<file path="src/rtl/matmul_apb_ctrl.sv">
// APB slave front-end and calculation sequencer for the matmul accelerator.
// Decodes APB transfers to operand writes, CONTROL/FLAGS registers and SP reads, and launches the core.
module matmul_apb_ctrl #(
  parameter int DATA_WIDTH  = 8,
  parameter int BUS_WIDTH   = 32,
  parameter int ADDR_WIDTH  = 16,
  parameter int MAX_DIM     = BUS_WIDTH / DATA_WIDTH,
  parameter int SP_NTARGETS = 4,
  localparam int LINE_W     = $clog2(MAX_DIM),
  localparam int TGT_W      = $clog2(SP_NTARGETS),
  localparam int FLAG_W     = MAX_DIM * MAX_DIM
) (
  input  logic                  clk_i,
  input  logic                  rst_ni,
  input  logic                  psel_i,
  input  logic                  penable_i,
  input  logic                  pwrite_i,
  input  logic [MAX_DIM-1:0]    pstrb_i,
  input  logic [BUS_WIDTH-1:0]  pwdata_i,
  input  logic [ADDR_WIDTH-1:0] paddr_i,
  output logic                  pready_o,
  output logic                  pslverr_o,
  output logic [BUS_WIDTH-1:0]  prdata_o,
  output logic                  busy_o,
  output logic                  opa_we_o,
  output logic                  opb_we_o,
  output logic [LINE_W-1:0]     op_line_o,
  output logic [BUS_WIDTH-1:0]  op_wdata_o,
  output logic [MAX_DIM-1:0]    op_wstrb_o,
  output logic                  calc_start_o,
  output logic [LINE_W-1:0]     calc_n_o,
  output logic [LINE_W-1:0]     calc_k_o,
  output logic [LINE_W-1:0]     calc_m_o,
  output logic                  calc_mode_o,
  output logic [TGT_W-1:0]      calc_wr_tgt_o,
  output logic [TGT_W-1:0]      calc_rd_tgt_o,
  input  logic                  calc_done_i,
  input  logic [FLAG_W-1:0]     calc_flags_i,
  output logic                  sp_rd_o,
  output logic [TGT_W-1:0]      sp_tgt_o,
  output logic [LINE_W-1:0]     sp_line_o,
  input  logic                  sp_rvalid_i,
  input  logic [BUS_WIDTH-1:0]  sp_rdata_i
);

  localparam logic [4:0] REG_CONTROL   = 5'h00;
  localparam logic [4:0] REG_OPERAND_A = 5'h04;
  localparam logic [4:0] REG_OPERAND_B = 5'h08;
  localparam logic [4:0] REG_FLAGS     = 5'h0C;
  localparam logic [4:0] REG_SP        = 5'h10;

  // SETUP is the registered "setup seen" state; its penable cycle is the first access cycle.
  typedef enum logic [1:0] {IDLE, SETUP, ACCESS} apb_state_t;
  typedef enum logic [1:0] {C_IDLE, C_START, C_RUN, C_DONE} calc_state_t;

  apb_state_t  apb_q, apb_d;
  calc_state_t calc_q, calc_d;

  logic              ctrl_start_q;
  logic              ctrl_mode_q;
  logic [TGT_W-1:0]  ctrl_wr_tgt_q;
  logic [TGT_W-1:0]  ctrl_rd_tgt_q;
  logic [LINE_W-1:0] ctrl_n_q;
  logic [LINE_W-1:0] ctrl_k_q;
  logic [LINE_W-1:0] ctrl_m_q;
  logic [FLAG_W-1:0] flags_q;

  logic [4:0]          region;
  logic [LINE_W-1:0]   line;
  logic                is_ctrl, is_opa, is_opb, is_flags, is_sp, is_illegal;
  logic                busy;
  logic                xfer_err;
  logic                ctrl_wr_ok;
  logic                flags_rd_ok;
  logic                op_we;
  logic                sp_active;
  logic [BUS_WIDTH-1:0] ctrl_rdata;
  logic                unused_addr;

  assign region      = paddr_i[4:0];
  assign line        = paddr_i[5 +: LINE_W];
  assign unused_addr = ^paddr_i[ADDR_WIDTH-1:5+LINE_W];

  assign is_ctrl    = (region == REG_CONTROL);
  assign is_opa     = (region == REG_OPERAND_A);
  assign is_opb     = (region == REG_OPERAND_B);
  assign is_flags   = (region == REG_FLAGS);
  assign is_sp      = (region == REG_SP);
  assign is_illegal = !(is_ctrl || is_opa || is_opb || is_flags || is_sp);

  assign busy = (calc_q != C_IDLE);

  // Erroring transfers complete with pslverr and have no side effects at all.
  assign xfer_err = is_illegal
                 || (pwrite_i && (is_flags || is_sp))
                 || (!pwrite_i && (is_opa || is_opb))
                 || (pwrite_i && busy && (is_opa || is_opb || is_ctrl));

  always_comb begin
    ctrl_rdata = '0;
    ctrl_rdata[0]               = ctrl_start_q;
    ctrl_rdata[1]               = ctrl_mode_q;
    ctrl_rdata[2 +: TGT_W]      = ctrl_wr_tgt_q;
    ctrl_rdata[4 +: TGT_W]      = ctrl_rd_tgt_q;
    ctrl_rdata[8 +: LINE_W]     = ctrl_n_q;
    ctrl_rdata[10 +: LINE_W]    = ctrl_k_q;
    ctrl_rdata[12 +: LINE_W]    = ctrl_m_q;
  end

  always_ff @(posedge clk_i or negedge rst_ni) begin
    if (!rst_ni) begin
      apb_q  <= IDLE;
      calc_q <= C_IDLE;
    end else begin
      apb_q  <= apb_d;
      calc_q <= calc_d;
    end
  end

  always_comb begin
    apb_d       = apb_q;
    pready_o    = 1'b0;
    pslverr_o   = 1'b0;
    prdata_o    = '0;
    opa_we_o    = 1'b0;
    opb_we_o    = 1'b0;
    sp_rd_o     = 1'b0;
    ctrl_wr_ok  = 1'b0;
    flags_rd_ok = 1'b0;
    case (apb_q)
      IDLE: begin
        if (psel_i && !penable_i) apb_d = SETUP;
      end
      SETUP: begin
        if (!psel_i) begin
          apb_d = IDLE;
        end else if (penable_i) begin
          if (xfer_err) begin
            pready_o  = 1'b1;
            pslverr_o = 1'b1;
            apb_d     = IDLE;
          end else if (is_sp) begin
            sp_rd_o = 1'b1;
            if (sp_rvalid_i) begin
              pready_o = 1'b1;
              prdata_o = sp_rdata_i;
              apb_d    = IDLE;
            end else begin
              apb_d = ACCESS;
            end
          end else begin
            pready_o    = 1'b1;
            apb_d       = IDLE;
            opa_we_o    = pwrite_i && is_opa;
            opb_we_o    = pwrite_i && is_opb;
            ctrl_wr_ok  = pwrite_i && is_ctrl;
            flags_rd_ok = !pwrite_i && is_flags;
            if (!pwrite_i && is_ctrl)  prdata_o = ctrl_rdata;
            if (!pwrite_i && is_flags) prdata_o = BUS_WIDTH'(flags_q);
          end
        end
      end
      ACCESS: begin
        // Only SP reads park here, waiting for the scratchpad to return data.
        if (!psel_i) begin
          apb_d = IDLE;
        end else if (sp_rvalid_i) begin
          pready_o = 1'b1;
          prdata_o = sp_rdata_i;
          apb_d    = IDLE;
        end
      end
      default: apb_d = IDLE;
    endcase
  end

  assign op_we      = opa_we_o || opb_we_o;
  assign op_line_o  = op_we ? line : '0;
  assign op_wdata_o = op_we ? pwdata_i : '0;
  assign op_wstrb_o = op_we ? pstrb_i : '0;

  assign sp_active  = sp_rd_o || (apb_q == ACCESS);
  assign sp_tgt_o   = sp_active ? ctrl_rd_tgt_q : '0;
  assign sp_line_o  = sp_active ? line : '0;

  always_comb begin
    calc_d       = calc_q;
    calc_start_o = 1'b0;
    case (calc_q)
      C_IDLE:  if (ctrl_wr_ok && pwdata_i[0]) calc_d = C_START;
      C_START: begin
        calc_start_o = 1'b1;
        calc_d       = C_RUN;
      end
      C_RUN:   if (calc_done_i) calc_d = C_DONE;
      C_DONE:  calc_d = C_IDLE;
      default: calc_d = C_IDLE;
    endcase
  end

  assign busy_o = busy;

  // Control fields only change on accepted writes, which cannot happen while busy.
  always_ff @(posedge clk_i or negedge rst_ni) begin
    if (!rst_ni) begin
      ctrl_start_q  <= 1'b0;
      ctrl_mode_q   <= 1'b0;
      ctrl_wr_tgt_q <= '0;
      ctrl_rd_tgt_q <= '0;
      ctrl_n_q      <= '0;
      ctrl_k_q      <= '0;
      ctrl_m_q      <= '0;
    end else if (ctrl_wr_ok) begin
      ctrl_start_q  <= pwdata_i[0];
      ctrl_mode_q   <= pwdata_i[1];
      ctrl_wr_tgt_q <= pwdata_i[2 +: TGT_W];
      ctrl_rd_tgt_q <= pwdata_i[4 +: TGT_W];
      ctrl_n_q      <= pwdata_i[8 +: LINE_W];
      ctrl_k_q      <= pwdata_i[10 +: LINE_W];
      ctrl_m_q      <= pwdata_i[12 +: LINE_W];
    end else if (calc_q == C_DONE) begin
      ctrl_start_q  <= 1'b0;
    end
  end

  // A completing calculation takes priority over a read-to-clear in the same cycle.
  always_ff @(posedge clk_i or negedge rst_ni) begin
    if (!rst_ni) begin
      flags_q <= '0;
    end else if (calc_q == C_RUN && calc_done_i) begin
      flags_q <= calc_flags_i;
    end else if (flags_rd_ok) begin
      flags_q <= '0;
    end
  end

  assign calc_mode_o   = ctrl_mode_q;
  assign calc_wr_tgt_o = ctrl_wr_tgt_q;
  assign calc_rd_tgt_o = ctrl_rd_tgt_q;
  assign calc_n_o      = ctrl_n_q;
  assign calc_k_o      = ctrl_k_q;
  assign calc_m_o      = ctrl_m_q;

endmodule

</file>
<file path="config.mk">
export PLATFORM = sky130hd
export DESIGN_NAME = matmul_apb_ctrl
export DESIGN_NICKNAME = d
export VERILOG_FILES = /design/src/rtl/matmul_apb_ctrl.sv
export SDC_FILE = /design/constraint.sdc
export NUM_CORES = 1
export LEC_CHECK = 0
export CAP_MARGIN = 20
export CORE_ASPECT_RATIO = 1.4
export CORE_MARGIN = 5
export CORE_UTILIZATION = 30
export DETAILED_ROUTE_END_ITERATION = 10
export GPL_TIMING_DRIVEN = 0
export PLACE_DENSITY = 0.79
export SLEW_MARGIN = 40
export SYNTH_ARGS = -nofsm -noshare
export SYNTH_HDL_FRONTEND = slang
export SYNTH_SLANG_ARGS = --single-unit
export TNS_END_PERCENT = 20
</file>
<file path="constraint.sdc">
create_clock -name clk_i -period 3.7 [get_ports clk_i]
set_input_delay 0.74 -clock clk_i [delete_from_list [all_inputs] [get_ports clk_i]]
set_output_delay 0.74 -clock clk_i [all_outputs]
set_load 0.005 [all_outputs]
</file>
Yosys cells after proc, flatten, opt, wreduce, memory -nomap -nowiden
Cells that the tools add are included.
Word-level totals
  flip-flop bits (word level): 32
  bits of input ports: 107
Cells by class
  equal/unequal tests: 14
  multiplexer cells: 67
  reductions and logical operators: 35
Operators with widths (count)
  2-to-1 mux 32 bit: 8
  case mux 32 bit (2 select lines): 1
  2-to-1 mux 1 bit: 38
  2-to-1 mux 16 bit: 2
  2-to-1 mux 2 bit: 13
  2-to-1 mux 14 bit: 1
  logical AND 1 bit: 12
  logical OR 1 bit: 12
  == test 5 x 4 -> 1 bit (second input constant): 2
  case mux 2 bit (4 select lines): 1
  == test 2 bit (second input constant): 3
  inequality test 2 bit (second input constant): 3
  inequality test 3 bit (second input constant): 2
  case mux 2 bit (3 select lines): 1
  nonzero test 2 bit: 3
  == test 5 x 3 -> 1 bit (second input constant): 1
  == test 5 bit (second input constant): 1
  logical NOT 5 bit: 1
  == test 2 x 1 -> 1 bit (second input constant): 2
  logical NOT 2 bit: 2
  2-to-1 mux 4 bit: 1
  logical NOT 1 bit: 3
  AND reduction 3 bit: 1
  case mux 1 bit (2 select lines): 1
  AND reduction 2 bit: 1

Logic depth before layout (Yosys ltp)
Gate-level depths: netlist of run 1.
  depth after elaboration: 16
  depth in mapped cells: 8
  gate-level depth less buffers: 6

Worst setup path before layout of run 1
OpenSTA, ideal clock, no wires.
  path kind: input-to-output
  start point: in psel_i
  end point: out prdata_o[6]
  arrival: 1.808 ns
  required time: 2.960 ns
  setup slack: 1.152 ns
  stages on the path: 6
  path buffers: 2
  path through: and3_4 and4b_1 buf_6 o211a_4 buf_6 a22o_1
Between the ends
  longest elaborated chain between the ends: 2
RTL lines
  from (decl): RTL line 15  | input logic psel_i,
  2-to-1 mux 32 bit, on equally long branches: RTL line 165, 135
  case mux 32 bit (2 select lines) (*): RTL line 130  | case (apb_q)
  to (decl): RTL line 23  | output logic [BUS_WIDTH-1:0] prdata_o,
Every way passes the cells marked *; elsewhere a longest branch is shown, timed or not.

Worst setup path after layout of run 1
  start point: in paddr_i[1]
  end point: out prdata_o[13]
Between the ends
  longest elaborated chain between the ends: 13
RTL lines
  from (decl): RTL line 20  | input logic [ADDR_WIDTH-1:0] paddr_i,
  == test 5 x 3 -> 1 bit / logical NOT 5 bit (equally long branches): RTL line 85, 84
  logical OR 1 bit (4 in series): RTL line 89  | assign is_illegal = !(is_ctrl || is_opa || is_opb || is_flags || is_sp);
  logical NOT 1 bit: RTL line 89
  logical OR 1 bit: RTL line 95  | || (pwrite_i && (is_flags || is_sp))
  logical OR 1 bit: RTL line 96  | || (!pwrite_i && (is_opa || is_opb))
  logical OR 1 bit: RTL line 97  | || (pwrite_i && busy && (is_opa || is_opb || is_ctrl));
  2-to-1 mux 32 bit (*): RTL line 138  | if (xfer_err) begin
  2-to-1 mux 32 bit (*): RTL line 137  | end else if (penable_i) begin
  2-to-1 mux 32 bit (*): RTL line 135  | if (!psel_i) begin
  case mux 32 bit (2 select lines) (*): RTL line 130
Marked as above.

==> metrics.md, run 1 <==
| Metric | Value |
|---|---|
| Most used DFF post-synth | `dfrtp_1` |
| Setup WS post-layout | `0.219 ns` |
| Clk buf depth | `2` |
| Final setup fails | `0` |
| Register area | `approximately 800 µm²` |
| Slowest stage cell, crit path | `clkdlybuf4s50_1` |
| # diodes | `0` |
| Clock Sinks | `32` |
| Fin crit share | `0.941` |
| Type of origin of the critical path | `input pin` |
| Crit path max-delay family | `buffers and inverters` |
| Cell Area, Synth | `2200 µm²` |
| Largest net degree at the start of global routing | `23` |
| DIE WIDTH | `between 80 and 90 µm` |
| Max-slew violation total from the final report | `0` |
| RSZ-0062 raised after global routing | `no` |
| Synth top area share | `0.365` |
| Layout cell share with drive strength beyond 1 | `0.0998` |
| DR vias/cell | `4.78` |
| Setup crit end kind | `primary output` |
| Row cnt | `37` |
| CP cell instances | `dlygate4sd2_1 > nor4_2 > and4b_1 > buf_6 > o211a_4 > buf_6 > o2bb2ai_1 > clkdlybuf4s50_1` |
| Critical path required time | `2.96 ns` |
| Peak fanout along the critical path | `10` |
| Initial Util | `0.302` |
| GPL Wtd Cong | `0.818` |
| Core area | `7270 µm²` |
| Met1 WL | `3290 µm` |
| Post-Route WL | `9000 µm` |
| DRC | `0` |
| Layout fillers | `667` |
| Antenna violations before repair | `0` |
| Iteration-0 DRC Markers | `84` |
| Sequential area share after synthesis | `0.365` |
| Hold_ws | `0.339 ns` |
| Post-synth top cells | `and2_1 (55), dfrtp_1 (32), a22o_1 (20)` |
| Fmax | `0.287 GHz` |
| 1st-pass router iterations | `4` |
| Routed length per instance | `17.4 µm` |
| Power per cell area | `294 nW/µm²` |
| Vias in the first global route | `2648` |
| Core Util, Final | `0.598` |
| CP Buf/Inv Count | `4` |
| Syn Inst Count | `223` |
| Critical path's largest stage delay | `0.52 ns` |
| Syn Nets | `337` |
| Critical path class | `in2out` |
| CTS tree | `built` |
| GRT Overall Usage | `0.195` |
| Lkg Pwr | `between 1.5 and 2 nW` |
| Layout Area Growth over Synthesis | `97.9%` |
| Met3 wire length | `837 µm` |
| Nets | `535` |
| Worst skew pair latency | `around 0.28 ns` |
| Final Hold Violating Endpoints | `0` |
| Die area | `9150 µm²` |
| IO Port Bufs | `roughly 190` |
| EDFF count, synth | `0` |
| Grt total ovfl | `0` |
| DP HPWL | `7470 µm` |
| DRT antenna net count | `0` |
| Num CTS Buffers | `5` |
| Synth Register Bits | `32` |
| Slew margin rel. | `0.592` |
| Die Span Y | `111 µm` |
| First-pass GRT wire length | `13700 µm` |
| Netlist cell types | `36` |
| Mean Syn Cell Area | `9.85 µm²` |
| Maxcap violations | `0` |
| Place WS | `-0.199 ns` |
| CP arrival | `2.74 ns` |
| Worst-case clock skew | `0.00849 ns` |
| WL met2 | `around 4800 µm` |
| Clock transition at path regs | `0.07 ns` |
| I/O pin count | `199` |
| VDD IR max | `252 µV` |
| Most common cell in the netlist | `and2_1` |
| Top layer in use | `met4` |
| Min Tclk post-route | `3.48 ns` |
| Area occupied by multi-input gates | `1290 µm²` |
| Ys Warns | `0` |
| CP most frequent cell | `buf_6` |
| Synth async-reset ratio | `1.00` |
| Post-synth top area cell | `dfrtp_1` |
| CTS Hold Bufs | `0` |
| Synth area leaders | `dfrtp_1 (36%), and2_1 (16%), a22o_1 (8.0%)` |
| Measured slew at the worst slew-check pin | `about 0.61 ns` |
| Status | `complete, no violations` |
| Clock root cell | `clkbuf_8` |
| CTS H-tree depth | `2` |
| Vias | `between 2000 and 2500` |
| Hold Crit Class | `in2async` |
## final timing paths
path	startpoint	endpoint	slack (ns)	cells past startpoint
max	paddr_i[1]	prdata_o[13]	0.22	8
min in group clk_i	flags_q[4]	flags_q[4]	0.51	1
max reg2reg	calc_q[0]	flags_q[10]	1.56	7
min reg2reg	flags_q[4]	flags_q[4]	0.51	1
max in group asynchronous	rst_ni	flags_q[3]	2.95	2
min	rst_ni	flags_q[4]	0.34	1
## cell families after synthesis
kind of cell               synth area share
AOI/OAI and AO/OA                     0.230
adders and majority gates            0.0399
buffers and inverters                0.0558
DFF                                   0.365
muxes                                0.0667
and+or+nand+nor                       0.243
## layout by cell type, fill, tap and decap left out, types with 2 or more instances in the layout
master,instances
clkbuf_2,4
dlygate4sd2_1,4
o22a_1,2
nand2_1,5
a31oi_1,2
a22oi_1,12
clkbuf_1,4
ha_1,7
buf_4,2
clkbuf_8,5
a21oi_1,3
buf_6,4
mux2_2,13
and2_1,55
dlymetal6s2s_1,4
o21a_1,4
o21ai_0,2
nand3_1,3
clkdlybuf4s50_1,180
nor4_2,2
o2bb2ai_1,12
buf_2,3
a22o_1,20
dfrtp_1,32
inv_1,8
nand2b_1,3
nor2_1,8
## report_power, final
| group | total, mW | internal (mW) | switching (mW) |
|---|---|---|---|
| Clock | 0.257 | 0.127 | 0.130 |
| Combinational | 0.492 | 0.297 | 0.195 |
| Sequential | 0.531 | 0.458 | 0.0729 |
| Total | 1.28 | 0.882 | 0.397 |
## cell type report
class                   count  area share
well taps                  97      0.0279
clock inverters             2     0.00288
multi-input cells         168       0.296
plain buffers              15      0.0225
repair buffers            191       0.443
inverters                   8     0.00691
flip-flops and latches     32       0.184
clock buffers               5      0.0158
## registers in the layout, indices dropped and copies added, names as in the netlist
signal	cells
calc_wr_tgt_o	2
flags_q	16
calc_q	2
calc_k_o	2
calc_n_o	2
ctrl_start_q	1
calc_mode_o	1
calc_m_o	2
apb_q	2
calc_rd_tgt_o	2
## metal layers
metal / global-route usage / up-vias
met5: 0 / -
met1: 0.210 / 1160
met4: 0.0410 / 0
met2: 0.358 / 110
met3: 0.0626 / 8
li1: - / 1197
## through the flow
stage          power (mW)  cell area, µm²  instances  TNS (ns)
2_1_floorplan       0.778            2200        223         0
3_3_place_gp         1.00            4210        509     -3.52
3_5_place_dp         1.03            4230        510     -4.63
4_1_cts              1.29            4330        518         0
5_1_grt              1.36            4350        518         0
6_report             1.28            4350        518         0
## timing repair
item / in CTS / in global routing
buffers inserted: 1 / 0
setup endpoints to repair: 37 / 60
gates resized for setup: 10 / 5
pin swaps: 1 / 0
(Power assumes the default switching activity.)
==> inputs of run 2 (changes only) <==
CORE_MARGIN = 2   (was 5)
==> run 2 against run 1 <==
Net effect: sequential cell count did not move; first-iteration DRC count fell by 13%; clock skew barely moved; cell count fell by 0.39%; via count rose by 1.3%; combinational power fell by 0.8%; register-to-register slack improved by 0.03 ns; critical endpoint is now prdata_o[4]; largest cell class unchanged; largest power group unchanged; highest routed layer unchanged.
==> metrics.md, run 2 (synthesized netlist as in run 1, its figures left out) <==
| Metric | Value |
|---|---|
| Status | `complete, no violations` |
| Max reg flops | `16` |
| CP most frequent cell | `buf_6` |
| Clock root cell | `clkbuf_8` |
| Post-Route WL | `around 8400 µm` |
| DRC | `0` |
| DRT antenna net count | `0` |
| Clk buf depth | `2` |
| 1st-pass router iterations | `4` |
| Top layer in use | `met4` |
| Crit path max-delay family | `buffers and inverters` |
| Layout fillers | `between 600 and 700` |
| Worst skew pair latency | `between 0.2 and 0.3 ns` |
| Net Sw Power | `398 µW` |
| Power per cell area | `310 nW/µm²` |
| Slowest stage cell, crit path | `clkdlybuf4s50_1` |
| Critical path required time | `2.96 ns` |
| RSZ-0062 raised after global routing | `yes` |
| Layout cell share with drive strength beyond 1 | `0.0998` |
| Fin crit share | `0.964` |
| Met1 WL | `3370 µm` |
| DR vias/cell | `4.86` |
| CP Buf/Inv Count | `4` |
| Setup bufs post-CTS | `0` |
| Measured slew at the worst slew-check pin | `approximately 0.6 ns` |
| Worst-case clock skew | `roughly 0.0081 ns` |
| Nets | `approximately 530` |
| GRT Overall Usage | `0.204` |
| Row cnt | `36` |
| Antenna violations before repair | `0` |
| Routed length per instance | `16.2 µm` |
| Min Tclk post-route | `around 3.6 ns` |
| Largest net degree at the start of global routing | `24` |
| Most frequent cells in the layout | `clkdlybuf4s50_1 (181), and2_1 (55), dfrtp_1 (32), a22o_1 (20), mux2_2 (13)` |
| Final setup fails | `0` |
| Initial Util | `0.313` |
| Largest reg by FF count | `flags_q` |
| CTS H-tree depth | `2` |
| Maxcap violations | `0` |
| CP cell instances | `dlygate4sd2_1 > nor4_2 > and4b_1 > buf_6 > o211a_4 > buf_6 > o2bb2ai_1 > clkdlybuf4s50_1` |
| Clock power share | `0.246` |
| Pwr Total | `1.35 mW` |
| Power share of the sequential group | `0.393` |
| Iteration-0 DRC Markers | `73` |
| CTS tree | `built` |
| Core area | `7030 µm²` |
| DP HPWL | `roughly 6700 µm` |
| Type of origin of the critical path | `input pin` |
| Clock Sinks | `32` |
| Commonest non-fill, non-tap cell in the layout | `clkdlybuf4s50_1` |
| Final Hold Violating Endpoints | `0` |
| Slew margin rel. | `0.598` |
| Num CTS Buffers | `5` |
| DIE WIDTH | `76.3 µm` |
| Setup WS post-layout | `~0.13 ns` |
| Grt total ovfl | `0` |
| Place WS | `-0.157 ns` |
| Layout Area Growth over Synthesis | `98.7%` |
| Hold_ws | `between 0.3 and 0.4 ns` |
| Sw Ratio | `0.295` |
| CP arrival | `2.83 ns` |
| Placed cell area | `4230 µm²` |
| Vias in the first global route | `2599` |
| Die Span Y | `105 µm` |
| I/O pin count | `199` |
| First-pass GRT wire length | `approximately 13000 µm` |
| Hold Crit Class | `in2async` |
| Final instance area | `4360 µm²` |
| VDD IR max | `250 µV` |
| Comb pwr share | `0.361` |
| Peak fanout along the critical path | `10` |
| Die area | `approximately 8000 µm²` |
| Critical path's largest stage delay | `0.54 ns` |
| Vias | `2506` |
| IO Port Bufs | `189` |
| Fmax | `0.280 GHz` |
| Internal power | `954 µW` |
| Max-slew violation total from the final report | `0` |
| WL met2 | `between 4000 and 5000 µm` |
| Setup crit end kind | `primary output` |
| Lkg Pwr | `1.80 nW` |
| # diodes | `0` |
| Met3 wire length | `632 µm` |
| Clock transition at path regs | `0.07 ns` |
| Critical path class | `in2out` |
| GPL Wtd Cong | `0.804` |
| CTS Hold Bufs | `0` |
-- run 2: cell count changes in the layout (fill, tap and decap cells not counted), sizes merged --
cell and change:
clkdlybuf4s50 +1, bufinv +1, dlymetal6s2s -1, clkbuf -1
-- run 2: worst paths after layout --
path                       depth (start not counted)     endpoint  slack [ns]       start
setup / recovery                                   8  prdata_o[4]        0.13  paddr_i[1]
hold / removal                                     1  flags_q[12]        0.33      rst_ni
setup reg to reg                                   7  flags_q[11]        1.59   calc_q[0]
hold reg to reg                                    1   flags_q[3]        0.51  flags_q[3]
max in group asynchronous                          2     apb_q[0]        2.95      rst_ni
min in group clk_i                                 1   flags_q[3]        0.51  flags_q[3]
-- run 2: power groups by stage --
stage          clock network, mW  logic [mW]  registers, mW
2_1_floorplan                  0       0.265          0.513
3_3_place_gp                   0       0.473          0.535
3_5_place_dp                   0       0.483          0.537
4_1_cts                    0.341       0.491          0.531
5_1_grt                    0.356       0.540          0.543
6_report                   0.333       0.488          0.531
-- run 2: per-stage QoR --
stage | utilization | std cells | setup TNS (ns)
4_1_cts | 0.619 | 516 | 0
5_1_grt | 0.621 | 516 | -0.00438
2_1_floorplan | - | 223 | 0
3_5_place_dp | 0.602 | 508 | -4.06
6_report | 0.621 | 516 | 0
3_3_place_gp | 0.599 | 507 | -3.51
-- run 2: repair_timing --
item	in CTS	in global routing
pin swaps	1	1
endpoints found under the setup margin	62	53
resized for setup	8	10
-- run 2: final cells by class --
class | instances | area, µm² | area share
Sequential cell | 32 | 801 | 0.183
Timing Repair Buffer | 190 | 1920 | 0.439
Clock inverter | 3 | 42.5 | 0.00975
Multi-Input combinational cell | 168 | 1280 | 0.294
Inverter | 8 | 30.0 | 0.00688
Buffer | 15 | 101 | 0.0232
Clock buffer | 5 | 68.8 | 0.0158
Tap cell | 95 | 119 | 0.0272
-- run 2: metal layers --
layer,vias up,global-route usage
li1,1202,-
met1,1173,0.237
met2,119,0.357
met3,12,0.0651
met4,0,0.0597
met5,-,0
==> inputs of run 3 (changes only) <==
CORE_UTILIZATION = 28   (was 30)
HOLD_SLACK_MARGIN = 0.08   (was default)
PLACE_DENSITY = 0.77   (was 0.79)
clock period = 3.1 ns   (was 3.7 ns; I/O delays follow)
==> run 3 against run 2 <==
Net effect: core utilization fell by 2.5 points; global-route usage fell by 1.4 points; sequential cell count did not move; combinational power rose by 31%; critical path type unchanged; critical endpoint is now op_wdata_o[24].
==> metrics.md, run 3 (synthesized netlist as in run 1, its figures left out) <==
| Metric | Value |
|---|---|
| DRC | `0` |
| Power per cell area | `366 nW/µm²` |
| Maxcap violations | `0` |
| Hold Crit Class | `in2async` |
| Vias | `2528` |
| R2r worst-path depth | `8` |
| Largest reg by FF count | `flags_q` |
| Nets | `542` |
| Type of origin of the critical path | `input pin` |
| Measured slew at the worst slew-check pin | `0.698 ns` |
| Layout fillers | `about 660` |
| # diodes | `0` |
| Slowest stage cell, crit path | `clkdlybuf4s50_1` |
| DRT antenna net count | `0` |
| Antenna violations before repair | `0` |
| Clock Sinks | `32` |
| Crit path max-delay family | `buffers and inverters` |
| Fin crit share | `0.966` |
| GRT Overall Usage | `0.190` |
| Routed length per instance | `16.2 µm` |
| Most frequent cells in the layout | `clkdlybuf4s50_1 (135), and2_1 (55), dlymetal6s2s_1 (41), dfrtp_1 (32), a22o_1 (20)` |
| I/O pin count | `199` |
| Placed Cells | `513` |
| Worst r2r dst | `flags_q[12]` |
| VDD IR max | `257 µV` |
| Worst-case clock skew | `0.00412 ns` |
| Commonest non-fill, non-tap cell in the layout | `clkdlybuf4s50_1` |
| Max-slew violation total from the final report | `0` |
| CP cell instances | `dlygate4sd2_1 > and4_4 > nand2_2 > a21oi_2 > buf_6 > clkbuf_8 > and2_1 > clkdlybuf4s50_1` |
| 1st-pass router iterations | `4` |
| DR vias/cell | `~4.8` |
| Die Span Y | `around 110 µm` |
| Largest net degree at the start of global routing | `18` |
| Core Util, Final | `0.596` |
| Initial Util | `0.285` |
| DP HPWL | `6770 µm` |
| Final setup fails | `0` |
| Core area | `7700 µm²` |
| Peak fanout along the critical path | `10` |
| Lkg Pwr | `2.61 nW` |
| Clk buf depth | `2` |
| CTS tree | `built` |
| Setup crit end kind | `primary output` |
| Min Tclk post-route | `2.99 ns` |
| IO Port Bufs | `about 190` |
| Status | `complete, no violations` |
| Critical path required time | `2.48 ns` |
| Critical path's largest stage delay | `0.50 ns` |
| Final cell count without fillers | `529` |
| Layout cell share with drive strength beyond 1 | `0.154` |
| Row cnt | `38` |
| DIE WIDTH | `78.8 µm` |
| Layout Area Growth over Synthesis | `109%` |
| Clock transition at path regs | `approximately 0.070 ns` |
| Die area | `approximately 8600 µm²` |
| Num CTS Buffers | `5` |
| First-pass GRT wire length | `12900 µm` |
| CP arrival | `2.37 ns` |
| Critical path class | `in2out` |
| Slew margin rel. | `0.532` |
| Worst R2R Setup Slack | `between 0.7 and 0.8 ns` |
| GPL Wtd Cong | `0.755` |
| Grt total ovfl | `0` |
| CTS H-tree depth | `2` |
| Fmax | `0.334 GHz` |
| Final Hold Violating Endpoints | `0` |
| Worst skew pair latency | `between 0.2 and 0.3 ns` |
| Iteration-0 DRC Markers | `59` |
| CP Buf/Inv Count | `4` |
| Clock root cell | `clkbuf_8` |
| Post-Route WL | `8560 µm` |
| Reg-to-reg startpoint | `calc_q[0]` |
| Max reg flops | `16` |
| Vias in the first global route | `2552` |
| RSZ-0062 raised after global routing | `yes` |
==> run 3: layout make-up <==
cell class,count,area [µm²],share of cell area
clock buffer,5,68.8,0.0150
buffer,15,124,0.0270
timing repair buffer,198,2060,0.448
tap,100,125,0.0272
inverter,8,30.0,0.00654
sequential,32,801,0.174
clock inverter,3,42.5,0.00926
multi-input combinational,168,1350,0.293
==> run 3: how the worst max path moves through the flow <==
stage	startpoint	end	slack, ns	cells after the start
after global placement	paddr_i[1]	op_wdata_o[7]	-0.43	7
after global routing	calc_q[0]	op_wdata_o[23]	-0.01	9
final	pwrite_i	op_wdata_o[24]	0.11	8
after CTS	paddr_i[1]	prdata_o[8]	-0.02	8
after detailed placement	paddr_i[1]	op_wdata_o[4]	-0.46	7
after floorplan	apb_q[1]	prdata_o[6]	0.78	8
==> run 3: stage by stage <==
stage          hold WS, ns  worst slack (ns)  area [µm²]  total power [mW]  setup TNS [ns]
5_1_grt              0.289           -0.0118        4590              1.79         -0.0271
3_3_place_gp         0.486            -0.434        4210              1.21          -23.80
3_5_place_dp         0.486            -0.465        4240              1.23          -26.17
6_report             0.262             0.107        4590              1.68               0
4_1_cts              0.264           -0.0249        4440              1.67          -0.164
2_1_floorplan        0.324             0.781        2200             0.929               0
==> run 3: timing repair <==
action | in CTS | in global routing
setup endpoints to repair | 70 | 58
hold buffers | 0 | 0
resized for setup | 48 | 48
pin swaps | 5 | 4
setup buffers | 3 | 5
==> run 3: power by group <==
| group | switching, mW | internal (mW) | total [mW] |
|---|---|---|---|
| combinational | 0.250 | 0.389 | 0.639 |
| clock | 0.162 | 0.238 | 0.400 |
| sequential | 0.0974 | 0.546 | 0.644 |
==> run 3: layer usage <==
layer | global-route usage | share of wire
met1 | 0.213 | 0.37
met2 | 0.347 | 0.53
met3 | 0.0563 | 0.086
met4 | 0.0530 | 0.015
met5 | 0 | 0
